$ cat config.mk
export PLATFORM = sky130hd
export DESIGN_NAME = frame_loader
export DESIGN_NICKNAME = d
export VERILOG_FILES = /design/src/rtl/frame_loader_pkg.sv /design/src/rtl/frame_loader_frame_buf.sv /design/src/rtl/frame_loader.sv
export SDC_FILE = /design/constraint.sdc
export NUM_CORES = 1
export LEC_CHECK = 0
export BUFFER_PORTS_ARGS = -buffer_cell sky130_fd_sc_hd__buf_2
export CAP_MARGIN = 40
export CORE_AREA = 3 3 70 98
export DETAILED_ROUTE_END_ITERATION = 16
export DIE_AREA = 0 0 73 101
export GPL_TIMING_DRIVEN = 0
export HOLD_SLACK_MARGIN = 0.12
export PLACE_DENSITY = 0.89
export SLEW_MARGIN = 20
export SYNTH_ARGS = -nofsm -noshare
export SYNTH_HDL_FRONTEND = slang
export SYNTH_HIERARCHICAL = 1
export SYNTH_SLANG_ARGS = --single-unit
$ cat constraint.sdc
create_clock -name clock -period 3.21 [get_ports clock]
set_clock_uncertainty 0.05 [all_clocks]
set_input_delay 0.963 -clock clock [delete_from_list [all_inputs] [get_ports clock]]
set_output_delay 0.963 -clock clock [all_outputs]
set_load 0.01 [all_outputs]
$ cat src/rtl/frame_loader_pkg.sv
// Shared definitions for the frame loader and benches that pair it with memProcessing.
package frame_loader_pkg;

  typedef enum logic [1:0] {
    FILL  = 2'b00,
    START = 2'b01,
    SEND  = 2'b10,
    DRAIN = 2'b11
  } state_t;

  localparam int NBYTES_DEF       = 8;
  localparam int DRAIN_CYCLES_DEF = 10;

endpackage

$ cat src/rtl/frame_loader_frame_buf.sv
// Frame buffer: NBYTES x DW register file, one synchronous write port, one combinational read port.
module frame_buf #(
  parameter int NBYTES = 8,
  parameter int DW     = 8,
  parameter int PW     = (NBYTES > 1) ? $clog2(NBYTES) : 1
) (
  input  logic          clock,
  input  logic          we,
  input  logic [PW-1:0] waddr,
  input  logic [DW-1:0] wdata,
  input  logic [PW-1:0] raddr,
  output logic [DW-1:0] rdata
);

  logic [DW-1:0] mem [NBYTES];

  // Contents are deliberately not reset; every byte is rewritten before it is replayed.
  always_ff @(posedge clock) begin
    if (we) mem[waddr] <= wdata;
  end

  assign rdata = mem[raddr];

endmodule

$ cat src/rtl/frame_loader.sv
// Collects one NBYTES frame from a valid/ready byte stream, pulses Init, replays it on DataInA, then drains.
module frame_loader
  import frame_loader_pkg::*;
#(
  parameter int NBYTES       = NBYTES_DEF,
  parameter int DW           = 8,
  parameter int DRAIN_CYCLES = DRAIN_CYCLES_DEF
) (
  input  logic          clock,
  input  logic          Reset,
  input  logic          in_valid,
  input  logic [DW-1:0] in_data,
  output logic          in_ready,
  output logic          Init,
  output logic [DW-1:0] DataInA,
  output logic          busy,
  output logic [7:0]    frame_count
);

  localparam int PW = (NBYTES > 1) ? $clog2(NBYTES) : 1;
  localparam int CW = (DRAIN_CYCLES > 1) ? $clog2(DRAIN_CYCLES) : 1;
  localparam logic [PW-1:0] WR_LAST    = PW'(NBYTES - 1);
  localparam logic [CW-1:0] DRAIN_LAST = CW'(DRAIN_CYCLES - 1);

  state_t        state, state_nxt;
  logic [PW-1:0] wr_ptr, rd_ptr, rd_addr;
  logic [CW-1:0] drain_cnt;
  logic [DW-1:0] rd_data;
  logic          accept;

  assign accept = in_valid && in_ready;

  always_ff @(posedge clock or posedge Reset) begin
    if (Reset) state <= FILL;
    else       state <= state_nxt;
  end

  // SEND ends when rd_ptr wraps back to zero, so NBYTES is expected to be a power of two.
  always_comb begin
    state_nxt = state;
    case (state)
      FILL:  if (accept && wr_ptr == WR_LAST) state_nxt = START;
      START: state_nxt = SEND;
      SEND:  if (rd_ptr == '0) state_nxt = DRAIN;
      DRAIN: if (drain_cnt == DRAIN_LAST) state_nxt = FILL;
    endcase
  end

  always_comb begin
    in_ready = (state == FILL);
    Init     = (state == START);
    busy     = (state != FILL);
  end

  // Byte 0 is fetched during START so it lands on DataInA in the first SEND cycle.
  assign rd_addr = (state == START) ? '0 : rd_ptr;

  frame_buf #(
    .NBYTES(NBYTES),
    .DW    (DW),
    .PW    (PW)
  ) u_buf (
    .clock(clock),
    .we   (accept),
    .waddr(wr_ptr),
    .wdata(in_data),
    .raddr(rd_addr),
    .rdata(rd_data)
  );

  always_ff @(posedge clock or posedge Reset) begin
    if (Reset) begin
      wr_ptr      <= '0;
      rd_ptr      <= '0;
      drain_cnt   <= '0;
      frame_count <= '0;
      DataInA     <= '0;
    end else begin
      DataInA <= (state_nxt == SEND) ? rd_data : '0;
      case (state)
        FILL:  if (accept) wr_ptr <= wr_ptr + PW'(1);
        START: rd_ptr <= PW'(1);
        SEND:  rd_ptr <= rd_ptr + PW'(1);
        DRAIN: begin
          if (drain_cnt == DRAIN_LAST) begin
            drain_cnt   <= '0;
            frame_count <= frame_count + 8'd1;
          end else begin
            drain_cnt <= drain_cnt + CW'(1);
          end
        end
      endcase
    end
  end

endmodule

==> results_dict.tcl <==
set metrics [dict create \
    final.setup.tns_ns 0 \
    yosysTopAreaCell "edfxtp_1" \
    cts_buffers 9 \
    synth_edf_count 64 \
    drc 0 \
    grt_max_degree 20 \
    die-width_um 73 \
    gp_congestion 0.8144 \
    fillers 371 \
    die_area_um2 7373 \
    io_buffers 29 \
    worstPathArrival_ns 2.77 \
    yosysMostFrequentCell "edfxtp_1" \
    vias 2107 \
    synth_cells 220 \
    diodes 0 \
    totalWireLength_mm 7.055 \
    synth_xor_area_share_pct 2.269 \
    rsz0062_at_grt "no" \
    synthArstFlopShare_pct 30.43 \
    avgSynthCellArea_um2 17.55 \
    relSlewSlack_pct 41.13 \
    post_cts_buffers 0 \
    synth_nets 241 \
    timing.final.ws_setup_ns 0.5747 \
    yosys_most_used_dff "edfxtp_1" \
    cp-end-kind "flop" \
    synth_top_family_by_area "multiplexers" \
    yosys.area_share.simple_pct 8.428 \
    crit_slowest_cell "dfrtp_1" \
    cts_resized 0 \
    clk_pin_slew_ns 0.09 \
    start_kind "flop" \
    cts_tree "built" \
    ys_top_cells_by_area "edfxtp_1 50%, dfrtp_1 18%, mux4_1 10%" \
    final_nets 288 \
    htreeDepth 3 \
    setup_viol 0 \
    cts_max_path_buffers 2 \
    root_buffer "clkbuf_8" \
    pre_cts_slack_ns 0.6071 \
    grt_overflow_total 0 \
    core_um2 6168 \
    synth_compound_area_share_pct 2.010 \
    grt_usage_pct 20.40 \
    synthToLayoutAreaGrowth_pct 12.74 \
    p_per_area_nw_per_um2 793.1 \
    p_leak_nw 1.736 \
    yosys_warnings 6 \
    ys_ff_latch 92 \
    die_h_um 101 \
    clkLatencyLatePin_ns 0.35 \
    finalCritPeriodShare_pct 82.10 \
    critPathRequiredTime_ns 3.35 \
    via_per_inst 6.125 \
    rows 34 \
    layout-drive-gt1-share_pct 28.68 \
    max_slew.worst_pin.slew_ns 0.8783 \
    synthAdderAreaFrac_pct 3.241 \
    cp_num_buf_inv 3 \
    status "finished, final reports clean" \
    drt_pass1_iterations 4 \
    drv_slew 0 \
    design_area_um2 4352 \
    peakVddDrop_mv 0.4959 \
    worstHoldPathType "flop to flop" \
    synth.top_cell.area_share_pct 49.79 \
    crit_type "flop to flop" \
    cap_violations 0 \
    worstHoldStart "frame_count[7]" \
    cp_max_fo 10 \
    grt_pass1_wl_mm 10.69 \
    finalHoldViolCount 0 \
    cp_cell_sequence "inv_1 > ha_1 > nor2_1 > clkbuf_1 > buf_2 > mux4_1 > mux2_2 > nor3b_1" \
    multi_input_area_um2 1166 \
    boundaryPins 30 \
    period_minus_slack_ns 2.635 \
    cts-hold-fix-buffers 0 \
    fmax_mhz 379.5 \
    routedWlPerCell_um 20.51 \
    hpwl_mm 4.528 \
    fin_hold_ws_ns 0.4239 \
    ant_nets 0 \
    r2r_start "state[1]" \
    yosysSeqAreaShare_pct 67.94 \
    seqCellArea_um2 2623 \
    crit_family "buffers and inverters" \
    grt_pass1_vias 2080 \
    clock-sinks 92 \
    drt_iter0_drc 137 \
    ys_top_cells_by_count "64 x edfxtp_1, 28 x dfrtp_1, 15 x mux4_1" \
    start_util_pct 62.58 \
    cp-startpoint "state[1]" \
    synth_mux_area_share_pct 14.00 \
    grt_antenna_before_repair 0 \
    synth_cell_types 39 \
    syn_area_um2 3860 \
    slowest_delay_ns 0.41 \
    placed_area_um2 4148 \
]
==> metal layers <==
layer / track usage (%) / routed length, µm
met1: 24.17 / 2564
met2: 35.08 / 3927
met3: 3.992 / 417
met4: 9.801 / 146
met5: 0 / 0
==> final cells by class <==
type                       count  share of cell area (%)
buffer                         5                   1.006
clock buffer                  10                   2.933
clock inverter                 6                   1.064
inverter                      10                  0.8626
multi-input combinational    113                   26.80
sequential                    92                   60.26
tap                           72                   2.070
timing repair buffer          36                   5.003
==> cells by family after synthesis <==
| kind of cell | count (synthesis) |
|---|---|
| buffers and inverters | 15 |
| and+or+nand+nor | 54 |
| DFF | 92 |
| xor gates and xnor gates | 10 |
| adders and majority gates | 10 |
| muxes | 27 |
| AOI/OAI and AO/OA | 12 |
==> worst reg2reg max path, delay by kind of cell, from the launching register on <==
kind,cells,cell delay [ns]
buf+inv,3,0.83
mux,2,0.64
flops,1,0.41
simple gates,2,0.30
fa+ha+maj,1,0.25
==> report_power, final <==
group	total [W]	switching, W	internal, W
Sequential	0.00159	0.000110	0.00148
Clock	0.000689	0.000398	0.000291
Combinational	0.00117	0.000599	0.000575
==> state kept, by name (all words and copies together) (netlist names) <==
signal and cells:
drain_cnt 4, rd_ptr 3, frame_count 8, wr_ptr 3, DataInA 8, state 2, u_buf/mem 64
==> worst paths after layout <==
check	endpoint	slack (ns)	cells past startpoint
max	DataInA[6]	0.57	8
min	frame_count[7]	0.42	1
max reg2reg	DataInA[6]	0.57	8
min reg2reg	frame_count[7]	0.42	1
max in group asynchronous	wr_ptr[1]	2.09	3
min in group asynchronous	frame_count[6]	0.56	2
==> cell usage in the layout (no fill, tap or decap), types with 2 or more instances in the layout <==
| cell type | instances |
|---|---|
| nand2b_1 | 3 |
| buf_4 | 6 |
| inv_1 | 10 |
| xor2_1 | 5 |
| inv_6 | 3 |
| inv_4 | 2 |
| mux2_2 | 11 |
| ha_1 | 10 |
| nor3_2 | 3 |
| nand2_1 | 9 |
| buf_2 | 30 |
| nor3b_1 | 9 |
| clkbuf_8 | 9 |
| edfxtp_1 | 64 |
| o21ai_0 | 6 |
| dfrtp_1 | 28 |
| clkbuf_1 | 2 |
| mux4_1 | 15 |
| xnor2_1 | 5 |
| nand3_1 | 6 |
| nor2_1 | 12 |
==> stage by stage <==
stage / instances / power [W] / util, %
2_1_floorplan: 220 / 0.002419 / -
3_3_place_gp: 321 / 0.002672 / 66.39
3_5_place_dp: 324 / 0.002751 / 67.24
4_1_cts: 340 / 0.003446 / 70.06
5_1_grt: 344 / 0.003630 / 70.55
6_report: 344 / 0.003451 / 70.55
(Power assumes the default switching activity.)
